**config.mk**
```make
export PLATFORM = sky130hd
export DESIGN_NAME = code_fetch_arbiter_flat
export DESIGN_NICKNAME = d
export VERILOG_FILES = /design/src/rtl/code_fetch_arbiter_pkg.sv /design/src/rtl/code_fetch_arbiter_if.sv /design/src/rtl/rr_arbiter.sv /design/src/rtl/code_fetch_arbiter.sv /design/src/flat_wrapper.sv
export SDC_FILE = /design/constraint.sdc
export NUM_CORES = 1
export LEC_CHECK = 0
export CAP_MARGIN = 10
export CORE_AREA = 2 2 122 124
export DETAILED_ROUTE_END_ITERATION = 8
export DIE_AREA = 0 0 124 126
export GPL_TIMING_DRIVEN = 0
export PLACE_DENSITY = 0.7
export SETUP_SLACK_MARGIN = 0.5
export SLEW_MARGIN = 25
export SYNTH_ARGS = -nofsm -noshare
export SYNTH_HDL_FRONTEND = slang
export SYNTH_SLANG_ARGS = --single-unit
```
**constraint.sdc**
```tcl
create_clock -name clk -period 4.4 [get_ports clk]
set_input_delay 0.88 -clock clk [delete_from_list [all_inputs] [get_ports clk]]
set_output_delay 0.88 -clock clk [all_outputs]
set_load 0.02 [all_outputs]
```
**src/rtl/code_fetch_arbiter_pkg.sv**
```systemverilog
`default_nettype none
// ============================================================================
//  code_fetch_arbiter_pkg
//  Shared warp/code-memory sizing constants and the fetch FSM state type.
//  Revision: 1.0
// ============================================================================
package code_fetch_arbiter_pkg;

    localparam int DEPTH_WARP          = 2;
    localparam int NUM_WARP_DEFAULT    = 1 << DEPTH_WARP;
    localparam int CODE_MEM_ADDR_WIDTH = 32;
    localparam int CODE_MEM_DATA_WIDTH = 32;

    typedef enum logic [1:0] {
        ST_IDLE  = 2'd0,
        ST_ISSUE = 2'd1,
        ST_WAIT  = 2'd2,
        ST_RSP   = 2'd3
    } fetch_state_e;

    function automatic int wid_width(input int n);
        return (n > 1) ? $clog2(n) : 1;
    endfunction

endpackage
`default_nettype wire

```
**src/rtl/code_fetch_arbiter_if.sv**
```systemverilog
`default_nettype none
// ============================================================================
//  code_fetch_arbiter_if
//  Fetch request, instruction response and code-memory read bundle.
//  Revision: 1.0
// ============================================================================
interface code_fetch_arbiter_if
    import code_fetch_arbiter_pkg::*;
#(
    parameter int NUM_WARP = NUM_WARP_DEFAULT,
    parameter int AW       = CODE_MEM_ADDR_WIDTH,
    parameter int DW       = CODE_MEM_DATA_WIDTH,
    parameter int WW       = wid_width(NUM_WARP)
);
    logic [NUM_WARP-1:0]    fetch_valid_i;
    logic [NUM_WARP*AW-1:0] fetch_addr_i;
    logic [NUM_WARP-1:0]    fetch_ready_o;
    logic [NUM_WARP-1:0]    flush_i;
    logic                   rsp_valid_o;
    logic [WW-1:0]          rsp_wid_o;
    logic [DW-1:0]          rsp_data_o;
    logic                   rsp_ready_i;
    logic                   code_mem_available_i;
    logic                   code_read_valid_o;
    logic [AW-1:0]          code_read_addr_o;
    logic                   code_read_ready_i;
    logic [DW-1:0]          code_read_data_i;

    // The arbiter itself is the slave; warps, consumer and memory form the master side.
    modport slave (
        input  fetch_valid_i, fetch_addr_i, flush_i, rsp_ready_i,
        input  code_mem_available_i, code_read_ready_i, code_read_data_i,
        output fetch_ready_o, rsp_valid_o, rsp_wid_o, rsp_data_o,
        output code_read_valid_o, code_read_addr_o
    );

    modport master (
        output fetch_valid_i, fetch_addr_i, flush_i, rsp_ready_i,
        output code_mem_available_i, code_read_ready_i, code_read_data_i,
        input  fetch_ready_o, rsp_valid_o, rsp_wid_o, rsp_data_o,
        input  code_read_valid_o, code_read_addr_o
    );

endinterface
`default_nettype wire

```
**src/rtl/rr_arbiter.sv**
```systemverilog
`default_nettype none
// ============================================================================
//  rr_arbiter
//  Combinational round-robin picker; search begins one past ptr_i.
//  Revision: 1.0
// ============================================================================
module rr_arbiter #(
    parameter int N  = 4,
    parameter int IW = 2
)(
    input  logic [N-1:0]  req_i,
    input  logic [IW-1:0] ptr_i,
    output logic [N-1:0]  grant_o,
    output logic [IW-1:0] idx_o,
    output logic          valid_o
);

    logic [IW-1:0] w_pos;

    always_comb begin
        grant_o = '0;
        idx_o   = '0;
        valid_o = 1'b0;
        w_pos   = '0;
        for (int k = 1; k <= N; k++) begin
            w_pos = IW'((int'(ptr_i) + k) % N);
            if (!valid_o && req_i[w_pos]) begin
                grant_o[w_pos] = 1'b1;
                idx_o          = w_pos;
                valid_o        = 1'b1;
            end
        end
    end

endmodule
`default_nettype wire

```
**src/rtl/code_fetch_arbiter.sv**
```systemverilog
`default_nettype none
// ============================================================================
//  code_fetch_arbiter
//  Round-robin per-warp instruction fetch with a single outstanding code read.
//  Revision: 1.0
// ============================================================================
module code_fetch_arbiter
    import code_fetch_arbiter_pkg::*;
#(
    parameter int NUM_WARP = NUM_WARP_DEFAULT,
    parameter int AW       = CODE_MEM_ADDR_WIDTH,
    parameter int DW       = CODE_MEM_DATA_WIDTH
)(
    input  logic               clk,
    input  logic               rst,
    code_fetch_arbiter_if.slave bus
);

    localparam int WW = wid_width(NUM_WARP);

    fetch_state_e        state_q;
    logic [WW-1:0]       wid_q;
    logic [WW-1:0]       last_q;
    logic [AW-1:0]       addr_q;
    logic [DW-1:0]       data_q;
    logic                cancel_q;
    logic                read_valid_q;
    logic                rsp_valid_q;

    logic [NUM_WARP-1:0] w_req;
    logic [NUM_WARP-1:0] w_grant;
    logic [WW-1:0]       w_idx;
    logic                w_any;
    logic [AW-1:0]       w_sel_addr;
    logic                w_flush_mine;

    // A warp being flushed this cycle is not eligible for a grant.
    assign w_req        = bus.fetch_valid_i & ~bus.flush_i;
    assign w_flush_mine = bus.flush_i[wid_q];

    rr_arbiter #(
        .N  (NUM_WARP),
        .IW (WW)
    ) u_rr (
        .req_i   (w_req),
        .ptr_i   (last_q),
        .grant_o (w_grant),
        .idx_o   (w_idx),
        .valid_o (w_any)
    );

    always_comb begin
        w_sel_addr = '0;
        for (int w = 0; w < NUM_WARP; w++) begin
            if (w_idx == WW'(w)) begin
                w_sel_addr = bus.fetch_addr_i[w*AW +: AW];
            end
        end
    end

    assign bus.fetch_ready_o     = (state_q == ST_IDLE && !rst) ? w_grant : '0;
    assign bus.code_read_valid_o = read_valid_q;
    assign bus.code_read_addr_o  = addr_q;
    assign bus.rsp_valid_o       = rsp_valid_q;
    assign bus.rsp_wid_o         = wid_q;
    assign bus.rsp_data_o        = data_q;

    always_ff @(posedge clk) begin
        if (rst) begin
            state_q      <= ST_IDLE;
            wid_q        <= '0;
            last_q       <= WW'(NUM_WARP - 1);
            addr_q       <= '0;
            data_q       <= '0;
            cancel_q     <= 1'b0;
            read_valid_q <= 1'b0;
            rsp_valid_q  <= 1'b0;
        end else begin
            case (state_q)
                ST_IDLE: begin
                    cancel_q <= 1'b0;
                    if (w_any) begin
                        wid_q        <= w_idx;
                        last_q       <= w_idx;
                        addr_q       <= w_sel_addr;
                        read_valid_q <= 1'b1;
                        state_q      <= ST_ISSUE;
                    end
                end
                ST_ISSUE: begin
                    // Once memory has taken the read it must be drained, even if flushed.
                    if (bus.code_mem_available_i) begin
                        read_valid_q <= 1'b0;
                        cancel_q     <= w_flush_mine;
                        state_q      <= ST_WAIT;
                    end else if (w_flush_mine) begin
                        read_valid_q <= 1'b0;
                        state_q      <= ST_IDLE;
                    end
                end
                ST_WAIT: begin
                    if (bus.code_read_ready_i) begin
                        if (cancel_q || w_flush_mine) begin
                            cancel_q <= 1'b0;
                            state_q  <= ST_IDLE;
                        end else begin
                            data_q      <= bus.code_read_data_i;
                            rsp_valid_q <= 1'b1;
                            state_q     <= ST_RSP;
                        end
                    end else if (w_flush_mine) begin
                        cancel_q <= 1'b1;
                    end
                end
                ST_RSP: begin
                    if (bus.rsp_ready_i || w_flush_mine) begin
                        rsp_valid_q <= 1'b0;
                        state_q     <= ST_IDLE;
                    end
                end
                default: state_q <= ST_IDLE;
            endcase
        end
    end

endmodule
`default_nettype wire

```
**src/flat_wrapper.sv**
```systemverilog
// flat-port wrapper written by rule: the top's interface ports become plain ports
module code_fetch_arbiter_flat import code_fetch_arbiter_pkg::*;
#(
    parameter int NUM_WARP = NUM_WARP_DEFAULT,
    parameter int AW       = CODE_MEM_ADDR_WIDTH,
    parameter int DW       = CODE_MEM_DATA_WIDTH
)
  (clk, rst, bus_fetch_valid_i, bus_fetch_addr_i, bus_flush_i, bus_rsp_ready_i, bus_code_mem_available_i, bus_code_read_ready_i, bus_code_read_data_i, bus_fetch_ready_o, bus_rsp_valid_o, bus_rsp_wid_o, bus_rsp_data_o, bus_code_read_valid_o, bus_code_read_addr_o);
  code_fetch_arbiter_if #(.NUM_WARP(NUM_WARP), .AW(AW), .DW(DW)) bus_i ();
  input  logic clk;
  input  logic rst;
  input wire logic [$bits(bus_i.fetch_valid_i)-1:0] bus_fetch_valid_i;
  input wire logic [$bits(bus_i.fetch_addr_i)-1:0] bus_fetch_addr_i;
  input wire logic [$bits(bus_i.flush_i)-1:0] bus_flush_i;
  input wire logic [$bits(bus_i.rsp_ready_i)-1:0] bus_rsp_ready_i;
  input wire logic [$bits(bus_i.code_mem_available_i)-1:0] bus_code_mem_available_i;
  input wire logic [$bits(bus_i.code_read_ready_i)-1:0] bus_code_read_ready_i;
  input wire logic [$bits(bus_i.code_read_data_i)-1:0] bus_code_read_data_i;
  output wire logic [$bits(bus_i.fetch_ready_o)-1:0] bus_fetch_ready_o;
  output wire logic [$bits(bus_i.rsp_valid_o)-1:0] bus_rsp_valid_o;
  output wire logic [$bits(bus_i.rsp_wid_o)-1:0] bus_rsp_wid_o;
  output wire logic [$bits(bus_i.rsp_data_o)-1:0] bus_rsp_data_o;
  output wire logic [$bits(bus_i.code_read_valid_o)-1:0] bus_code_read_valid_o;
  output wire logic [$bits(bus_i.code_read_addr_o)-1:0] bus_code_read_addr_o;
  assign bus_i.fetch_valid_i = bus_fetch_valid_i;
  assign bus_i.fetch_addr_i = bus_fetch_addr_i;
  assign bus_i.flush_i = bus_flush_i;
  assign bus_i.rsp_ready_i = bus_rsp_ready_i;
  assign bus_i.code_mem_available_i = bus_code_mem_available_i;
  assign bus_i.code_read_ready_i = bus_code_read_ready_i;
  assign bus_i.code_read_data_i = bus_code_read_data_i;
  assign bus_fetch_ready_o = bus_i.fetch_ready_o;
  assign bus_rsp_valid_o = bus_i.rsp_valid_o;
  assign bus_rsp_wid_o = bus_i.rsp_wid_o;
  assign bus_rsp_data_o = bus_i.rsp_data_o;
  assign bus_code_read_valid_o = bus_i.code_read_valid_o;
  assign bus_code_read_addr_o = bus_i.code_read_addr_o;
  code_fetch_arbiter #(.NUM_WARP(NUM_WARP), .AW(AW), .DW(DW)) u_core (.clk(clk), .rst(rst), .bus(bus_i));
endmodule
```
==> run summary <==
multi-input logic area: 3170 µm²
wire length per cell: 18.7 µm
outcome: finished clean
Slew HR: 0.424
Max Cap Viol: 0
Leakage Power: 3.09 nW
Least-Margin Pin Slew: 858 ps
post-synth top area cell: dfxtp_1
Setup WS post-layout: 597 ps
drt total wl: 20.1 mm
number of synthesized flops with an enable pin: 0
Power, Total: 2.88 mW
Vias: 5,853
Crit Path Class: in -> out
internal power: 1.77 mW
largest cells by area after synthesis: dfxtp_1 (30%), nand2_1 (10%), a21oi_1 (6.7%)
core area: 14,300 µm²
clock skew: 6.24 ps
number of CTS-inserted buffers: 9
Async SR Flop Fraction: 0
Syn Nets: 812
period utilization: 0.864
Critical Path RT: 3520 ps
Slowest Stage Delay on Critical Path: 490 ps
Mapped Avg Cell Area: 7.87 µm²
starting density of the core: 0.344
CP Data Arrival Time: 2920 ps
Starting DRT DRC Count: 535
GPL Wtd Cong: 0.868
RSZ-0062 raised after global routing: no
NetSw: 1.12 mW
Die Height: 126 µm
Rows: 44
Clock Power Share: 0.252
Max clock buf depth: 2
initial antenna violation count: 0
sequential fraction of the synthesis area: 0.297
H-tree levels: 3
first-pass GRT wire length: 30.3 mm
FF/Latch Area: 1460 µm²
Die Wd: 124 µm
setup violators final: 0
Synth top area share: 0.297
synthesized cell area: 4930 µm²
Main synth FF type: dfxtp_1
Residual DRC: 0
CTS root buf: clkbuf_16
Clock transition at path regs: 60 ps
fin crit period: 3800 ps
Placed Cells: 1,053
Pwr Density: 361 nW/µm²
Layout Area Growth over Synthesis: 62.2%
Crit Path Max Fanout: 10
pre-CTS WS: -355 ps
full die area: 15,600 µm²
crit start category: primary input
CTS tree: yes
Slew Viols, Final: 0
Reg power frac: 0.277
most common cell after layout, fill and taps aside: clkdlybuf4s50_1
Yosys cell types: 56
total track usage: 0.250
cell count after synthesis: 626
antenna viol nets, final: 0
Max Clk Rate: 263 MHz
fin cells: 1,073
peak supply drop: 176 µV
vias per std cell: 5.45
clk_lat worst skew: 350 ps
Final nets: 1,070
Clock Sinks: 73
antenna cells: 0
Switching Fraction: 0.388
Hold WC Path Type: reg -> reg
vias in the first global route: 5,756
layout cell share with drive strength beyond 1: 0.0900
total gr overflow: 0
cells along the critical path: clkdlybuf4s50_1 > nor2b_2 > nor3_2 > o21ai_2 > and2_1 > buf_4 > buf_4 > nand2b_1 > a21oi_1 > buf_4
I/O Buffers: 243
Comb power frac: 0.471
1st-pass router iterations: 6
Synth Warn #: 0
pin count of the biggest net entering global routing: 15
Fillers: 1,371
Final HPWL DP: 14.9 mm
most frequent cells in the layout: clkdlybuf4s50_1 (235), nand2_1 (132), dfxtp_1 (72), a21oi_1 (66), clkbuf_1 (33)
Slowest-stage cell, CP: clkdlybuf4s50_1
final hold violation count: 0
Synth Register Bits: 73
Critical Path End Type: output port
# IOs: 245
CP dominant cell by count: buf_4
worst paths after layout:
| check | startpoint | end | slack, ps | cells after the start |
|---|---|---|---|---|
| setup / recovery | bus_fetch_valid_i[2] | bus_fetch_ready_o[0] | 600 | 10 |
| hold / removal | u_core.bus.rsp_data_o[15] | u_core.bus.rsp_data_o[15] | 450 | 2 |
| setup reg to reg | u_core.last_q[0] | u_core.bus.code_read_addr_o[28] | 1050 | 11 |
| hold reg to reg | u_core.bus.rsp_data_o[15] | u_core.bus.rsp_data_o[15] | 450 | 2 |
stage by stage:
step | hold WS [ps] | area, µm² | util | TNS (ps)
floorplan | 437 | 4930 | - | 0
global placement | 442 | 7590 | 0.530 | -1350
detailed placement | 448 | 7590 | 0.530 | -1410
CTS | 455 | 7960 | 0.556 | 0
global route | 473 | 7990 | 0.558 | 0
finish | 453 | 7990 | 0.558 | 0
state kept, by name, summed over array words and instances (netlist names):
name / flops
u_core.bus.code_read_valid_o: 1
u_core.state_q: 2
u_core.bus.rsp_data_o: 32
u_core.bus.rsp_wid_o: 2
u_core.cancel_q: 1
u_core.bus.rsp_valid_o: 1
u_core.bus.code_read_addr_o: 32
u_core.last_q: 2
kinds of logic (layout without fill, tap and decap cells):
| kind of cell | Yosys count | after routing | synth area share |
|---|---|---|---|
| AOI/OAI and AO/OA | 219 | 219 | 0.328 |
| adders and majority gates | 13 | 13 | 0.0330 |
| buffers and inverters | 80 | 343 | 0.0772 |
| DFF | 73 | 73 | 0.297 |
| muxes | 15 | 15 | 0.0355 |
| and+or+nand+nor | 226 | 226 | 0.230 |
layout make-up:
cell class | count | share of cell area
clock inverter | 6 | 0.00626
clock buffer | 10 | 0.0299
sequential | 73 | 0.183
tap | 184 | 0.0288
inverter | 29 | 0.0139
multi-input combinational | 473 | 0.397
timing repair buffer | 247 | 0.307
buffer | 51 | 0.0346
layer usage:
| layer | wire length, µm | global-route usage | part of all wire |
|---|---|---|---|
| met5 | 0 | 0 | 0 |
| met4 | 521 | 0.0853 | 0.026 |
| met3 | 2090 | 0.0824 | 0.10 |
| met2 | 9370 | 0.420 | 0.47 |
| met1 | 8090 | 0.297 | 0.40 |
cell usage after synthesis, types with 2 or more instances:
cell         n
and3_1       5
a221oi_1     8
or3b_1       2
nand2b_1     9
a222oi_1     4
a21oi_1     66
nand2_1    132
buf_4        3
mux2i_1     13
nor2_1      16
mux4_2       2
a221o_1     23
nor3_2       2
buf_2        5
nor2b_1      4
a311oi_1    23
inv_1       27
a221oi_2     9
ha_1        13
dfxtp_1     73
nand4_1     23
nor3b_1      2
a211oi_1     2
clkbuf_1    35
buf_6        8
o2111ai_1    3
a21o_1       9
o21ai_0     23
o21bai_1    32
o21ai_1      8
nor3_1       8
nand3b_1    10
critical path, delay by kind of cell:
kind            cells  cell delay, ps
simple gates        4             730
buf+inv             4            1010
compound gates      2             290
power by group through the flow:
stage	Sequential, mW	Clock (mW)	Combinational (mW)
finish	0.797	0.727	1.36
global route	0.808	0.767	1.46
CTS	0.798	0.741	1.35
detailed placement	0.811	0	1.33
global placement	0.809	0	1.33
floorplan	0.893	0	0.699
repair_timing:
action / 4_1_cts / 5_1_grt
gates cloned: 0 / 0
hold buffers: 0 / 0
pin swaps: 3 / 2
setup endpoints to repair: 4 / 4
gates resized for setup: 32 / 12
setup buffers: 3 / 1
Note: power is estimated with default switching activity, not from simulation.
